[config.mk]
export PLATFORM = sky130hd
export DESIGN_NAME = pc_sequencer_flat
export DESIGN_NICKNAME = d
export VERILOG_FILES = /design/src/rtl/pc_sequencer_if.sv /design/src/rtl/pc_sequencer.sv /design/src/flat_wrapper.sv
export SDC_FILE = /design/constraint.sdc
export NUM_CORES = 1
export LEC_CHECK = 0
export ABC_CLOCK_PERIOD_IN_PS = 8800
export CORE_MARGIN = 2
export CORE_UTILIZATION = 30
export DETAILED_ROUTE_END_ITERATION = 8
export HOLD_SLACK_MARGIN = 0.1
export RECOVER_POWER = 50
export SLEW_MARGIN = 40
export SYNTH_ARGS = -nofsm -noshare
export SYNTH_HDL_FRONTEND = slang
export SYNTH_SLANG_ARGS = --single-unit
[constraint.sdc]
create_clock -name clk -period 8.8 [get_ports clk]
set_input_delay 2.64 -clock clk [delete_from_list [all_inputs] [get_ports clk]]
set_output_delay 2.64 -clock clk [all_outputs]
set_load 0.05 [all_outputs]
[src/rtl/pc_sequencer_if.sv]
// Instruction-memory fetch port between pc_sequencer (master) and instruction memory (slave).
// imem_req is held high while the sequencer fetches. The fetch completes on the rising
// edge where imem_ready is also high. imem_addr stays stable for the whole request.
interface pc_sequencer_if;
  logic        imem_req;
  logic [31:0] imem_addr;
  logic        imem_ready;

  modport master (output imem_req, output imem_addr, input imem_ready);
  modport slave  (input imem_req, input imem_addr, output imem_ready);
endinterface

[src/rtl/pc_sequencer.sv]
// Fetch/execute sequencer that owns the program counter and the retired-instruction count.
// Optional macro PC_MISALIGN_TRAP_EN adds a trap on a misaligned next PC, with misalign/epc outputs.
module pc_sequencer #(
  parameter logic [31:0] RESET_VECTOR = 32'h0000_0000,
  parameter logic [31:0] TRAP_VECTOR  = 32'h8000_0180
) (
  input  logic              clk,
  input  logic              reset,
  pc_sequencer_if.master    imem,
  input  logic              stall,
  input  logic              halt,
  input  logic              branch_taken,
  input  logic [15:0]       branch_imm,
  input  logic              jump,
  input  logic [25:0]       jump_index,
  input  logic              jr,
  input  logic [31:0]       jr_target,
  output logic [31:0]       pc_out,
  output logic [31:0]       pc_plus4,
  output logic              instr_valid,
  output logic [31:0]       retired,
  output logic              halted,
`ifdef PC_MISALIGN_TRAP_EN
  output logic              misalign,
  output logic [31:0]       epc,
`endif
  output logic [1:0]        dbg_state
);

  typedef enum logic [1:0] {
    FETCH  = 2'd0,
    EXEC   = 2'd1,
    HALTED = 2'd2
  } state_t;

  state_t      state, state_nxt;
  logic [31:0] pc, pc_nxt;
  logic [31:0] retired_q, retired_nxt;
  logic [31:0] target;
  logic [31:0] next_pc;
  logic [31:0] branch_off;
  logic        exec_exit;
`ifdef PC_MISALIGN_TRAP_EN
  logic        misaligned;
  logic        misalign_q;
  logic [31:0] epc_q;
`endif

  assign pc_plus4   = pc + 32'd4;
  assign branch_off = {{14{branch_imm[15]}}, branch_imm, 2'b00};

  // Redirect priority: jr, then jump, then taken branch, then fall-through.
  always_comb begin
    target = pc_plus4;
    if (jr)
      target = jr_target;
    else if (jump)
      target = {pc_plus4[31:28], jump_index, 2'b00};
    else if (branch_taken)
      target = pc_plus4 + branch_off;
  end

`ifdef PC_MISALIGN_TRAP_EN
  assign misaligned = (target[1:0] != 2'b00);
  assign next_pc    = misaligned ? TRAP_VECTOR : target;
`else
  assign next_pc = {target[31:2], 2'b00};
  logic unused_ok;
  assign unused_ok = ^{TRAP_VECTOR, target[1:0]};
`endif

  always_comb begin
    state_nxt   = state;
    pc_nxt      = pc;
    retired_nxt = retired_q;
    exec_exit   = 1'b0;
    case (state)
      FETCH: begin
        if (imem.imem_ready)
          state_nxt = EXEC;
      end
      EXEC: begin
        if (halt) begin
          state_nxt   = HALTED;
          retired_nxt = retired_q + 32'd1;
        end else if (!stall) begin
          state_nxt   = FETCH;
          pc_nxt      = next_pc;
          retired_nxt = retired_q + 32'd1;
          exec_exit   = 1'b1;
        end
      end
      HALTED: begin
        state_nxt = HALTED;
      end
      default: begin
        state_nxt = FETCH;
      end
    endcase
  end

  always_ff @(posedge clk) begin
    if (!reset) begin
      state     <= FETCH;
      pc        <= RESET_VECTOR;
      retired_q <= 32'd0;
`ifdef PC_MISALIGN_TRAP_EN
      misalign_q <= 1'b0;
      epc_q      <= 32'd0;
`endif
    end else begin
      state     <= state_nxt;
      pc        <= pc_nxt;
      retired_q <= retired_nxt;
`ifdef PC_MISALIGN_TRAP_EN
      // Set only on the EXEC exit edge, so it is high for the single following FETCH cycle.
      misalign_q <= exec_exit && misaligned;
      if (exec_exit && misaligned)
        epc_q <= target;
`endif
    end
  end

  // Handshake and valid outputs are forced low for as long as reset is held.
  assign imem.imem_req  = reset && (state == FETCH);
  assign imem.imem_addr = pc;
  assign pc_out         = pc;
  assign instr_valid    = reset && (state == EXEC);
  assign halted         = reset && (state == HALTED);
  assign retired        = retired_q;
  assign dbg_state      = state;
`ifdef PC_MISALIGN_TRAP_EN
  assign misalign = misalign_q;
  assign epc      = epc_q;
`endif

endmodule

[src/flat_wrapper.sv]
// flat-port wrapper written by rule: the top's interface ports become plain ports
module pc_sequencer_flat 
#(
  parameter logic [31:0] RESET_VECTOR = 32'h0000_0000,
  parameter logic [31:0] TRAP_VECTOR  = 32'h8000_0180
)
  (clk, reset, stall, halt, branch_taken, branch_imm, jump, jump_index, jr, jr_target, pc_out, pc_plus4, instr_valid, retired, halted, dbg_state, imem_imem_req, imem_imem_addr, imem_imem_ready);
  pc_sequencer_if imem_i ();
  input  logic clk;
  input  logic reset;
  input  logic stall;
  input  logic halt;
  input  logic branch_taken;
  input  logic [15:0] branch_imm;
  input  logic jump;
  input  logic [25:0] jump_index;
  input  logic jr;
  input  logic [31:0] jr_target;
  output logic [31:0] pc_out;
  output logic [31:0] pc_plus4;
  output logic instr_valid;
  output logic [31:0] retired;
  output logic halted;
  output logic [1:0] dbg_state;
  output wire logic [$bits(imem_i.imem_req)-1:0] imem_imem_req;
  output wire logic [$bits(imem_i.imem_addr)-1:0] imem_imem_addr;
  input wire logic [$bits(imem_i.imem_ready)-1:0] imem_imem_ready;
  assign imem_imem_req = imem_i.imem_req;
  assign imem_imem_addr = imem_i.imem_addr;
  assign imem_i.imem_ready = imem_imem_ready;
  pc_sequencer #(.RESET_VECTOR(RESET_VECTOR), .TRAP_VECTOR(TRAP_VECTOR)) u_core (.clk(clk), .reset(reset), .imem(imem_i), .stall(stall), .halt(halt), .branch_taken(branch_taken), .branch_imm(branch_imm), .jump(jump), .jump_index(jump_index), .jr(jr), .jr_target(jr_target), .pc_out(pc_out), .pc_plus4(pc_plus4), .instr_valid(instr_valid), .retired(retired), .halted(halted), .dbg_state(dbg_state));
endmodule
# Word level (Yosys, flattened, before mapping)
# Index checks and enable logic that the tools add are counted.
# totals
register_bits	64
output_inout_bits	133
inputBits	82
elab_cells	29
# op_classes
n_reduce_logical	7
n_bitwise	2
mux	9
n_eq_ne	5
n_addsub	3
# ops
op	n
two-way mux 32 bit	5
adder 32 x 1 -> 32 bit (second input constant)	1
adder 32 x 3 -> 32 bit (second input constant)	1
adder 32 bit	1
two-way mux 2 bit	3
one-hot mux 2 bit (3 select lines)	1
AND reduction 2 bit	2
logical AND 1 bit	3
inequality test 3 bit (second input constant)	1
AND reduction 3 bit	1
== test 2 x 1 -> 1 bit (second input constant)	1
== test 2 bit (second input constant)	1
logical NOT 2 bit	1
inequality test 2 x 1 -> 1 bit (second input constant)	1
inequality test 2 bit (second input constant)	1
inverter 1 bit	2

# Depth between registers and ports, before layout
# logic_depth
word_depth	5
ltp_mapped	17

# Least setup slack after synthesis
# No wires, ideal clock.
# synth_timing
path_kind	input -> output
start	in reset
end	out imem_imem_req
setup_slack_ps	2089
t_arrival_ps	4071
cell_stages	2
required_time_ps	6160
path_cell_list	clkbuf_1 -> nor3b_1
# synth_via
elab_chain_cells	1
# synth_lines
item	line_no	source
start, declared	flat_wrapper.sv:10	input logic reset;
logical AND 1 bit	pc_sequencer.sv:125	assign imem.imem_req = reset && (state == FETCH);
end, declared	flat_wrapper.sv:25	output wire logic [$bits(imem_i.imem_req)-1:0] imem_imem_req;
# Every way passes these cells.

# Worst setup path after layout
# Same ends and word-level chain as after synthesis.

==> impl_results.md <==
- Status: finished, final reports clean
- First-pass GRT wire length: 32,540 microns
- Routed length per instance: 17.98 microns
- RSZ-0062 raised after global routing: no
- Post-synthesis adder-cell area fraction: 8.406%
- Sink Count: 64
- Via density: around 5.1
- Worst Setup SP: reset
- Max incr delay on CP: 0.85 ns
- Startpoint type of the worst setup path: input pin
- Sequential area share after synthesis: 21.74%
- Yosys warns: 0
- Number of CTS-inserted buffers: 9
- Placer Congestion: 0.8913
- Nets: 1,063
- Setup CP Type: in -> out
- Critical Path AT: 4.18 ns
- Core footprint: 19,400 sq um
- Synth cell types: 65
- Worst setup endpoint: imem_imem_req
- Share of cells above drive strength 1: under 10%
- Io pins: about 220
- Post-synth top area share: 21.74%
- Worst Hold Class: reg -> reg
- Non-filler cells, final: 1,212
- Vias in the first global route: roughly 5,800
- Leading post-synthesis cells by cell area: dfxtp_1, ha_1, xnor2_1
- Worst-path clk slew: ~0.060 ns
- DR vias: 6,235
- Synthesized netlist cell count: 790
- Sequential Power Share: about a third
- Die footprint: between 20,000 and 25,000 sq um
- Worst-Skew Late Latency: 0.34 ns
- Critical-path top delay cell: clkdlybuf4s50_1
- Largest net degree at the start of global routing: 43
- Antenna Nets Post-Route: 0
- Peak supply drop: 0.06456 mV
- Die X: 144.2 microns
- Clock network power share: 40.1%
- Inst Count DP: 1,196
- Hold_buf cts: 0
- Initial antenna violation count: 0
- HPWL Detailed: 16,360 microns
- Net Sw Power: between 300 and 400 uW
- Fmax: 0.1465 GHz
- Net Sw Frac: 33.67%
- Diode count: 0
- Layout area overhead: 39.46%
- Initial drt markers: 312
- Worst path depth: 3
- DRT Pass-1 Iters: 4
- Post-CTS Setup Repair Bufs: 0
- Deepest clock path buffer count: 2
- CP required: 6.16 ns
- Setup TNS: 0 ns
- Delay-heaviest family, CP: buffers and inverters
- Mean Syn Cell Area: 7.461 sq um
- Capturing point of the worst reg2reg path: u_core.imem.imem_addr[29]
- CTS tree: done
- R2R Setup Slk: 4.23 ns
- Slew Viols, Final: 0
- Drc violations: 0
- Post-synth EDFFs: 0
- Clock Tree Root: clkbuf_16
- Fillers: 1,973
- Main combinational cell family by area after synthesis: simple AND/OR/NAND/NOR gates
- Final count of hold timing violations: 0
- Total gr overflow: 0
- Simple-gate share of the synthesized area: around 28%
- Post-synthesis sequential element count: 64
- Cells on worst reg2reg path: 14
- Final period util: approximately 78%
- Crit. End Element: output pin
- Final min period: around 6.8 ns
- Worst-margin pin slew: 0.8457 ns
- Top FF cell, synth: dfxtp_1
- Power per cell area: 114.4 nW/um^2
- Post-cts sizing count: 0
- Crit-path cells: buf_2, nor3b_1, clkdlybuf4s50_1
- Synth area leader: dfxtp_1
- Compound-Gate Fraction of Synth Area: 21.42%
- Slew margin rel.: 43.56%
- Asr flop ratio synth: 0%
- Final setup skew: 0.007710 ns
- Leak: 0.003408 uW
- Worst Path Buf+Inv: 2
- Rows: 51
- Reg-to-reg startpoint: u_core.imem.imem_addr[8]
- H-tree levels: 3
- Die height: 144.2 microns
- Cell Int Power: 623.8 uW
- Mux share of post-synthesis cell area: 1.528%
- Initial Utilization: 30.39%
- Max Cap Viol: 0
- Critical path peak fanout: 30
- Total track usage: 20.50%
- Total Wirelength: 21,790 microns
- Post-synthesis xor/xnor area fraction: 10.85%
- Port Buffer Count: a little over 200
- Mapped Area: 5894 sq um
- Setup-violating endpoint count in the final report: 0
- Logic gate share of total power: 27.3%
final cells by class:
type	instances	area (sq um)	area share, %
sequential	64	1281	15.59
multi-input combinational	640	4138	50.33
clock buffer	10	239.0	2.907
timing repair buffer	213	2110	25.66
clock inverter	6	68.82	0.8371
inverter	14	52.55	0.6393
tap	265	331.6	4.033
synthesized netlist by cell type (all sizes together) (3+ instances only):
master	n
ha	38
nand2	83
nand2b	4
a211oi	7
xnor2	48
nor2	62
o211a	5
o221ai	3
o21ai	48
and2	28
o311ai	5
o32ai	3
o211ai	13
nor4	3
dfxtp	64
nor3b	4
nand3	46
nand4	17
clkbuf	37
o21a	7
a32oi	3
xor2	25
and3	7
nor2b	14
nor3	22
a311oi	3
a221o	3
and4	9
a21oi	49
o21bai	4
a21boi	6
mux2i	9
or2	3
buf	40
a31oi	9
or3	12
a211o	3
a21o	7
inv	14
cells by family after synthesis:
family | after synthesis
buffers and inverters | 91
XOR/XNOR | 73
adder cells (fa/ha/maj) | 39
other | 1
AND/OR/NAND/NOR | 320
multiplexers | 9
flip-flops | 64
AO/OA/AOI/OAI | 193
cells in the final DEF, fill, tap and decap left out, types with 38 or more instances in the layout:
master           instances
clkdlybuf4s50_1        131
nand2_1                 83
dlygate4sd3_1           74
dfxtp_1                 64
nor2_1                  62
a21oi_1                 49
xnor2_1                 48
nand3_1                 46
o21ai_0                 45
ha_1                    38
power groups by stage:
| stage | Sequential, uW | Combinational, uW | Clock, uW |
|---|---|---|---|
| global placement | 313 | 257 | 0 |
| finish | 306 | 257 | 377 |
| detailed placement | 313 | 257 | 0 |
| floorplan | 328 | 149 | 0 |
| global route | 307 | 275 | 396 |
| CTS | 306 | 259 | 387 |
flip-flops by register name (all words and copies together) (netlist names):
name                   flops
u_core.retired            32
u_core.imem.imem_addr     30
u_core.dbg_state           2
routing by layer:
layer  vias to the layer above  GRT usage, %  share of wire, %
met2                       255         34.24                45
met3                        23         5.331               8.1
li1                       3114             -                 -
met4                         0         5.314               1.5
met1                      2843         26.32                45
met5                         -             0                 0
per-stage QoR:
stage / worst slack, ns / power (uW) / utilization (%) / hold slack, ns / instance area, sq um
2_1_floorplan: 2.089 / 477.0 / - / 0.7254 / 5913
6_report: 1.976 / 940.4 / 42.38 / 0.5086 / 8220
5_1_grt: 1.905 / 978.2 / 42.38 / 0.5206 / 8220
3_5_place_dp: 1.973 / 570.1 / 40.87 / 0.4981 / 7928
3_3_place_gp: 1.982 / 569.3 / 40.87 / 0.4914 / 7928
4_1_cts: 1.962 / 951.7 / 42.45 / 0.5101 / 8235
how the worst min path moves through the flow:
stage                             from            endpoint  cells after the start
floorplan           u_core.retired[10]  u_core.retired[10]                      2
global placement    u_core.retired[10]  u_core.retired[10]                      2
detailed placement  u_core.retired[10]  u_core.retired[10]                      2
CTS                 u_core.retired[10]  u_core.retired[10]                      2
global route        u_core.retired[10]  u_core.retired[10]                      2
finish              u_core.retired[10]  u_core.retired[10]                      2
tightest hold or removal path, delay by kind of cell, from the launching register on:
kind               cells  cell delay (ns)
DFF                    1             0.32
AOI/OAI and AO/OA      2             0.14
Power figures use the tool's default switching activity.
==> RTL change 1: new RTL, config.mk and constraints unchanged <==
Make the reset (`reset`) asynchronous in one clocked block.
--- a/src/rtl/pc_sequencer.sv
+++ b/src/rtl/pc_sequencer.sv
@@ -100,5 +100,5 @@
   end
 
-  always_ff @(posedge clk) begin
+  always_ff @(posedge clk or negedge reset) begin
     if (!reset) begin
       state     <= FETCH;
Formal check against the unedited RTL: differs if reset is asserted again (counterexample within 4 cycles, from zero or initial values and one cycle with reset low); with reset held inactive, the same outputs for 4 cycles.
==> RTL change 1 against the unedited design <==
The run now ends with max-capacitance violations, max-slew violations left; clock skew fell by 0.0011 ns; non-clock buffer count is 1 lower; fmax grew 4.0%; wire length shrank 6.9%; final area fell by 1.1%; final cell count is 8.9% lower; setup slack improved by 0.26 ns; synthesized area decreased by 2.3%; sequential cell count stayed put; core utilization is 0.96 points higher; largest cell class unchanged; highest routed layer unchanged.
Power is left out: it rests on default switching activity, and per cell area and clock period it moved more than threefold.
==> RTL change 1: results (changes against the unedited design) <==
Global route
  • Gr usage total: 20.1% (was 20.5%)
  • First-pass GRT wire length: 31600 um (was 32500 um)
  • Largest net degree at the start of global routing: 65 (was 43)
  • Vias in the first global route: 5739 (was 5796)

STA
  • Setup Skew: 0.00662 ns (was 0.00771 ns)
  • Max-slew headroom: -146% (was 43.6%)
  • Fin. max-slew vios: 65 (was 0)

Detailed routing
  • Drt total wl: 20300 um (was 21800 um)
  • Post-DR vias/cell: 5.28 (was 5.14)
  • Vias: 5832 (was 6235)
  • Drt first-iter violations: 306 (was 312)
  • First-pass DRT Iterations: 5 (was 4)

Hold path
  • Min-Delay Endpoint: u_core.retired[31]$_DFFE_PN0P_ (was u_core.retired[10]$_SDFFE_PN0P_)
  • Hold path depth: 1 (was 2)

Placed design
  • Pre-CTS WS: 2.27 ns (was 1.97 ns)
  • Post-DP HPWL: 15600 um (was 16400 um)
  • Global placement routability congestion: 0.846 (was 0.891)

Run status
  • Failing checks: max-capacitance violations, max-slew violations
  • Status: finished with violations (was finished, final reports clean)

Yosys
  • Seq/Total Area, Yosys: 27.8% (was 21.7%)
  • Synth cell count leaders: dfrtp_1, nand2_1, nor2_1 (was nand2_1, dfxtp_1, nor2_1)
  • Post-Syn Area per Cell: 8.30 um2 (was 7.46 um2)
  • Area contributors post-synth: dfrtp_1, xnor2_1, ha_1, buf_4, a21oi_1 (was dfxtp_1, ha_1, xnor2_1, nand2_1, buf_4)
  • Ys async rst share: 100% (was 0%)

Critical path
  • Crit Path Max Fanout: 3 (was 30)
  • Worst R2R End: u_core.imem.imem_addr[22]$_DFFE_PN0P_ (was u_core.imem.imem_addr[29]$_SDFFE_PN0P_)
  • Worst Reg-to-Reg Cells: 16 (was 14)
  • Worst R2R Setup Slack: 4.65 ns (was 4.23 ns)
  • Crit path DAT: 3.92 ns (was 4.18 ns)

Layout
  • Fill cells: 1913 (was 1973)
  • Share of post-route cells with drive strength above 1: 5.17% (was 3.38%)
  • Final nets: 986 (was 1063)

Job
  • Maxcap violations: 1 (was 0)
## RTL change 1: changes by cell type after synthesis, sizes merged, moves of 10 or more
cell and delta:
and2 -20, clkbuf -19, dfrtp +64, dfxtp -64, nand2 -19, nand3 -16, nor3 -10, xnor2 +10
## RTL change 1: metrics by stage
step	hold WS (ns)	cell area [um2]
2_1_floorplan	0.766	5780
3_3_place_gp	0.459	7830
3_5_place_dp	0.467	7830
4_1_cts	0.475	8150
6_report	0.460	8130
5_1_grt	0.499	8130
## RTL change 1: worst max path at each step
stage / start / to / slack [ns] / cells after the start
3_5_place_dp: reset / halted / 2.27 / 4
6_report: reset / halted / 2.24 / 4
3_3_place_gp: reset / halted / 2.31 / 4
5_1_grt: reset / halted / 2.16 / 4
4_1_cts: reset / halted / 2.27 / 4
2_1_floorplan: reset / halted / 2.33 / 2
## RTL change 1: metal layers
layer  track usage [%]  vias up  share of wire, %
li1                  -     2823                 -
met1              25.2     2774                44
met2              34.4      222                48
met3              6.12       13               7.1
met4              3.70        0               1.0
met5                 0        -                 0
## RTL change 1: cell families (layout without fill, tap and decap cells)
kind of cell	count (synthesis)	after routing	share of synthesized area, %
AND/OR/NAND/NOR	245	245	21.0
AO/OA/AOI/OAI	184	184	21.6
XOR/XNOR	82	82	12.5
buffers and inverters	70	241	6.93
flip-flops	64	64	27.8
adder cells (fa/ha/maj)	39	39	8.60
multiplexers	9	9	1.61
other	1	6	0.0651
## RTL change 1: layout make-up
| class | instances | area, um2 | area share (%) |
|---|---|---|---|
| clock buffers | 9 | 225 | 2.77 |
| clock inverters | 7 | 96.3 | 1.18 |
| inverters | 13 | 48.8 | 0.600 |
| multi-input cells | 565 | 3780 | 46.4 |
| flip-flops and latches | 64 | 1600 | 19.7 |
| well taps | 234 | 293 | 3.60 |
| repair buffers | 212 | 2090 | 25.7 |
==> RTL change 2: new RTL, same flow settings <==
Made on the original files. Register the output `retired` once more, with the module's reset; this adds one clock of latency there. The other outputs are not delayed to match.
--- a/src/rtl/pc_sequencer.sv
+++ b/src/rtl/pc_sequencer.sv
@@ -128,5 +128,11 @@
   assign instr_valid    = reset && (state == EXEC);
   assign halted         = reset && (state == HALTED);
-  assign retired        = retired_q;
+  always_ff @(posedge clk) begin
+    if (!reset) begin
+      retired <= '0;
+    end else begin
+      retired <= retired_q;
+    end
+  end
   assign dbg_state      = state;
 `ifdef PC_MISALIGN_TRAP_EN
Function: changed (Yosys sat finds a counterexample within 4 cycles, from zero or initial values and one cycle with reset low).
==> RTL change 2 against the unedited design <==
The flow now finishes with violations (max-capacitance violations, max-slew violations); total power is 20% higher; final area is 13% higher; combinational power is 2% higher; synthesized cell count is 11% higher; register-to-register slack worse by 0.08 ns; wire length is 11% higher; setup slack better by 0.18 ns; critical endpoint unchanged; first-iteration DRC count is 12% higher; synthesized area is 18% higher; non-clock buffer count is 1 lower; largest power group is now registers; highest routed layer is now met5; sequential cell count is 32 higher; core utilization is 1.5 points lower.
==> RTL change 2: results (changes against the unedited design) <==
Clocking
  • Clk slew on worst S/H paths: 0.08 ns (was 0.06 ns)
  • Gates resized, CTS repair: 0 (unchanged)

Yosys
  • Xor/xnor share of the synthesized area: 8.45% (was 10.8%)
  • Area contributors post-synth: dfxtp_1, ha_1, xnor2_1, and2_1, nand2_1 (was dfxtp_1, ha_1, xnor2_1, nand2_1, buf_4)
  • Netlist cell types: 73 (was 65)
  • Post-Syn Area per Cell: 7.93 um2 (was 7.46 um2)
  • Post-synthesis compound-gate area fraction: 21.4% (about the same)
  • Adder-cell area share of the yosys netlist: 7.14% (was 8.41%)
  • Synth cell count leaders: dfxtp_1, nand2_1, and2_1 (was nand2_1, dfxtp_1, nor2_1)
  • Seq/Total Area, Yosys: 27.7% (was 21.7%)
  • Mux contribution to synthesized area: 1.17% (was 1.53%)

Detailed routing
  • Met1 Wirelength: 11000 um (was 9820 um)
  • Drt total wl: 24200 um (was 21800 um)
  • Max layer used: met5 (was met4)
  • Drt wl/cell: 18.4 um (was 18.0 um)
  • Met3 routed WL: 1640 um (was 1760 um)
  • Routed wl met2: 11100 um (was 9890 um)
  • Drt first-iter violations: 350 (was 312)
  • Vias: 7014 (was 6235)

STA
  • Max-slew headroom: -148% (was 43.6%)
  • Setup Skew: 0.0133 ns (was 0.00771 ns)
  • Fin. max-slew vios: 97 (was 0)

Placed design
  • Post-DP HPWL: 18300 um (was 16400 um)
  • IO buf count: 206 (unchanged)
  • Placed cell area: 8990 um2 (was 7930 um2)
  • Global placement routability congestion: 0.891 (about the same)

Power
  • Worst VDD drop: 0.0744 mV (was 0.0646 mV)
  • Leak pwr: 0.00392 uW (was 0.00341 uW)

Job
  • Maxcap violations: 1 (was 0)

Hold path
  • HP Class: flip-flop to flip-flop (unchanged)
  • Worst hold path startpoint: u_core.retired_q[3]$_SDFFE_PN0P_ (was u_core.retired[10]$_SDFFE_PN0P_)
  • Min-Delay Endpoint: u_core.retired[3]$_SDFF_PN0_ (was u_core.retired[10]$_SDFFE_PN0P_)
  • Hold path depth: 1 (was 2)

Global route
  • Gr usage total: 19.8% (was 20.5%)
  • First-pass GRT wire length: 37400 um (was 32500 um)
  • GR Layer Usage met1: 25.9% (was 26.3%)
  • Initial antenna violation count: 2 (was 0)
  • Largest net degree at the start of global routing: 97 (was 43)
  • Met3 Usage GRT: 4.58% (was 5.33%)
  • M2 GR Usage: 32.7% (was 34.2%)

Critical path
  • Worst R2R End: u_core.imem.imem_addr[16]$_SDFFE_PN0P_ (was u_core.imem.imem_addr[29]$_SDFFE_PN0P_)
  • Crit path DAT: 4.01 ns (was 4.18 ns)
  • Worst R2R Setup Slack: 4.15 ns (was 4.23 ns)
  • Worst Reg-to-Reg Cells: 13 (was 14)
  • Crit Path Max Fanout: 6 (was 30)
  • Worst setup startpoint: reset (unchanged)

Run status
  • Status: finished with violations (was finished, final reports clean)
  • Failing checks: max-capacitance violations, max-slew violations

Layout
  • Share of post-route cells with drive strength above 1: 3.77% (was 3.38%)
  • Final nets: 1151 (was 1063)
  • Fill cells: 2336 (was 1973)
## RTL change 2: cell types whose count changed in the layout (fill, tap and decap cells not counted), sizes merged, moves of 6 or more
cell / unedited run / this run
o21ai: 48 / 42
and2: 28 / 64
clkdlybuf4s50: 131 / 144
nor2: 62 / 51
xor2: 25 / 19
a21o: 7 / 22
nor2b: 14 / 8
dfxtp: 64 / 96
dlygate4sd3: 74 / 60
a21boi: 6 / 14
o31ai: 2 / 8
and3: 7 / 17
## RTL change 2: report_power, final
group	internal, uW	switching, uW
sequential	440	11.3
combinational	103	159
clock	204	208
total	746	379
## RTL change 2: worst max path at each step
stage / cells past startpoint / endpoint
2_1_floorplan: 2 / imem_imem_req
3_3_place_gp: 3 / imem_imem_req
3_5_place_dp: 3 / imem_imem_req
4_1_cts: 3 / imem_imem_req
5_1_grt: 3 / imem_imem_req
6_report: 3 / imem_imem_req
## RTL change 2: final cells by class
cell class                      count  area (um2)  share of cell area, %
Clock buffer                        9         225                   2.42
Inverter                           16        60.1                  0.646
Clock inverter                      7        81.3                  0.875
Multi-Input combinational cell    695        4550                   49.0
Sequential cell                    96        1920                   20.7
Timing Repair Buffer              212        2090                   22.5
Tap cell                          285         357                   3.84
## RTL change 2: worst max-delay path, delay by kind of cell
| kind | cells | cell delay [ns] |
|---|---|---|
| and+or+nand+nor | 1 | 0.28 |
| buffers and inverters | 2 | 1.08 |
## RTL change 2: stage by stage
step / hold slack [ns] / utilization, % / setup slack [ns]
after floorplan: 0.452 / - / 2.03
after global placement: 0.472 / 39.6 / 2.25
after detailed placement: 0.486 / 39.6 / 2.25
after CTS: 0.490 / 40.9 / 2.25
after global routing: 0.503 / 40.9 / 2.07
final: 0.489 / 40.9 / 2.15
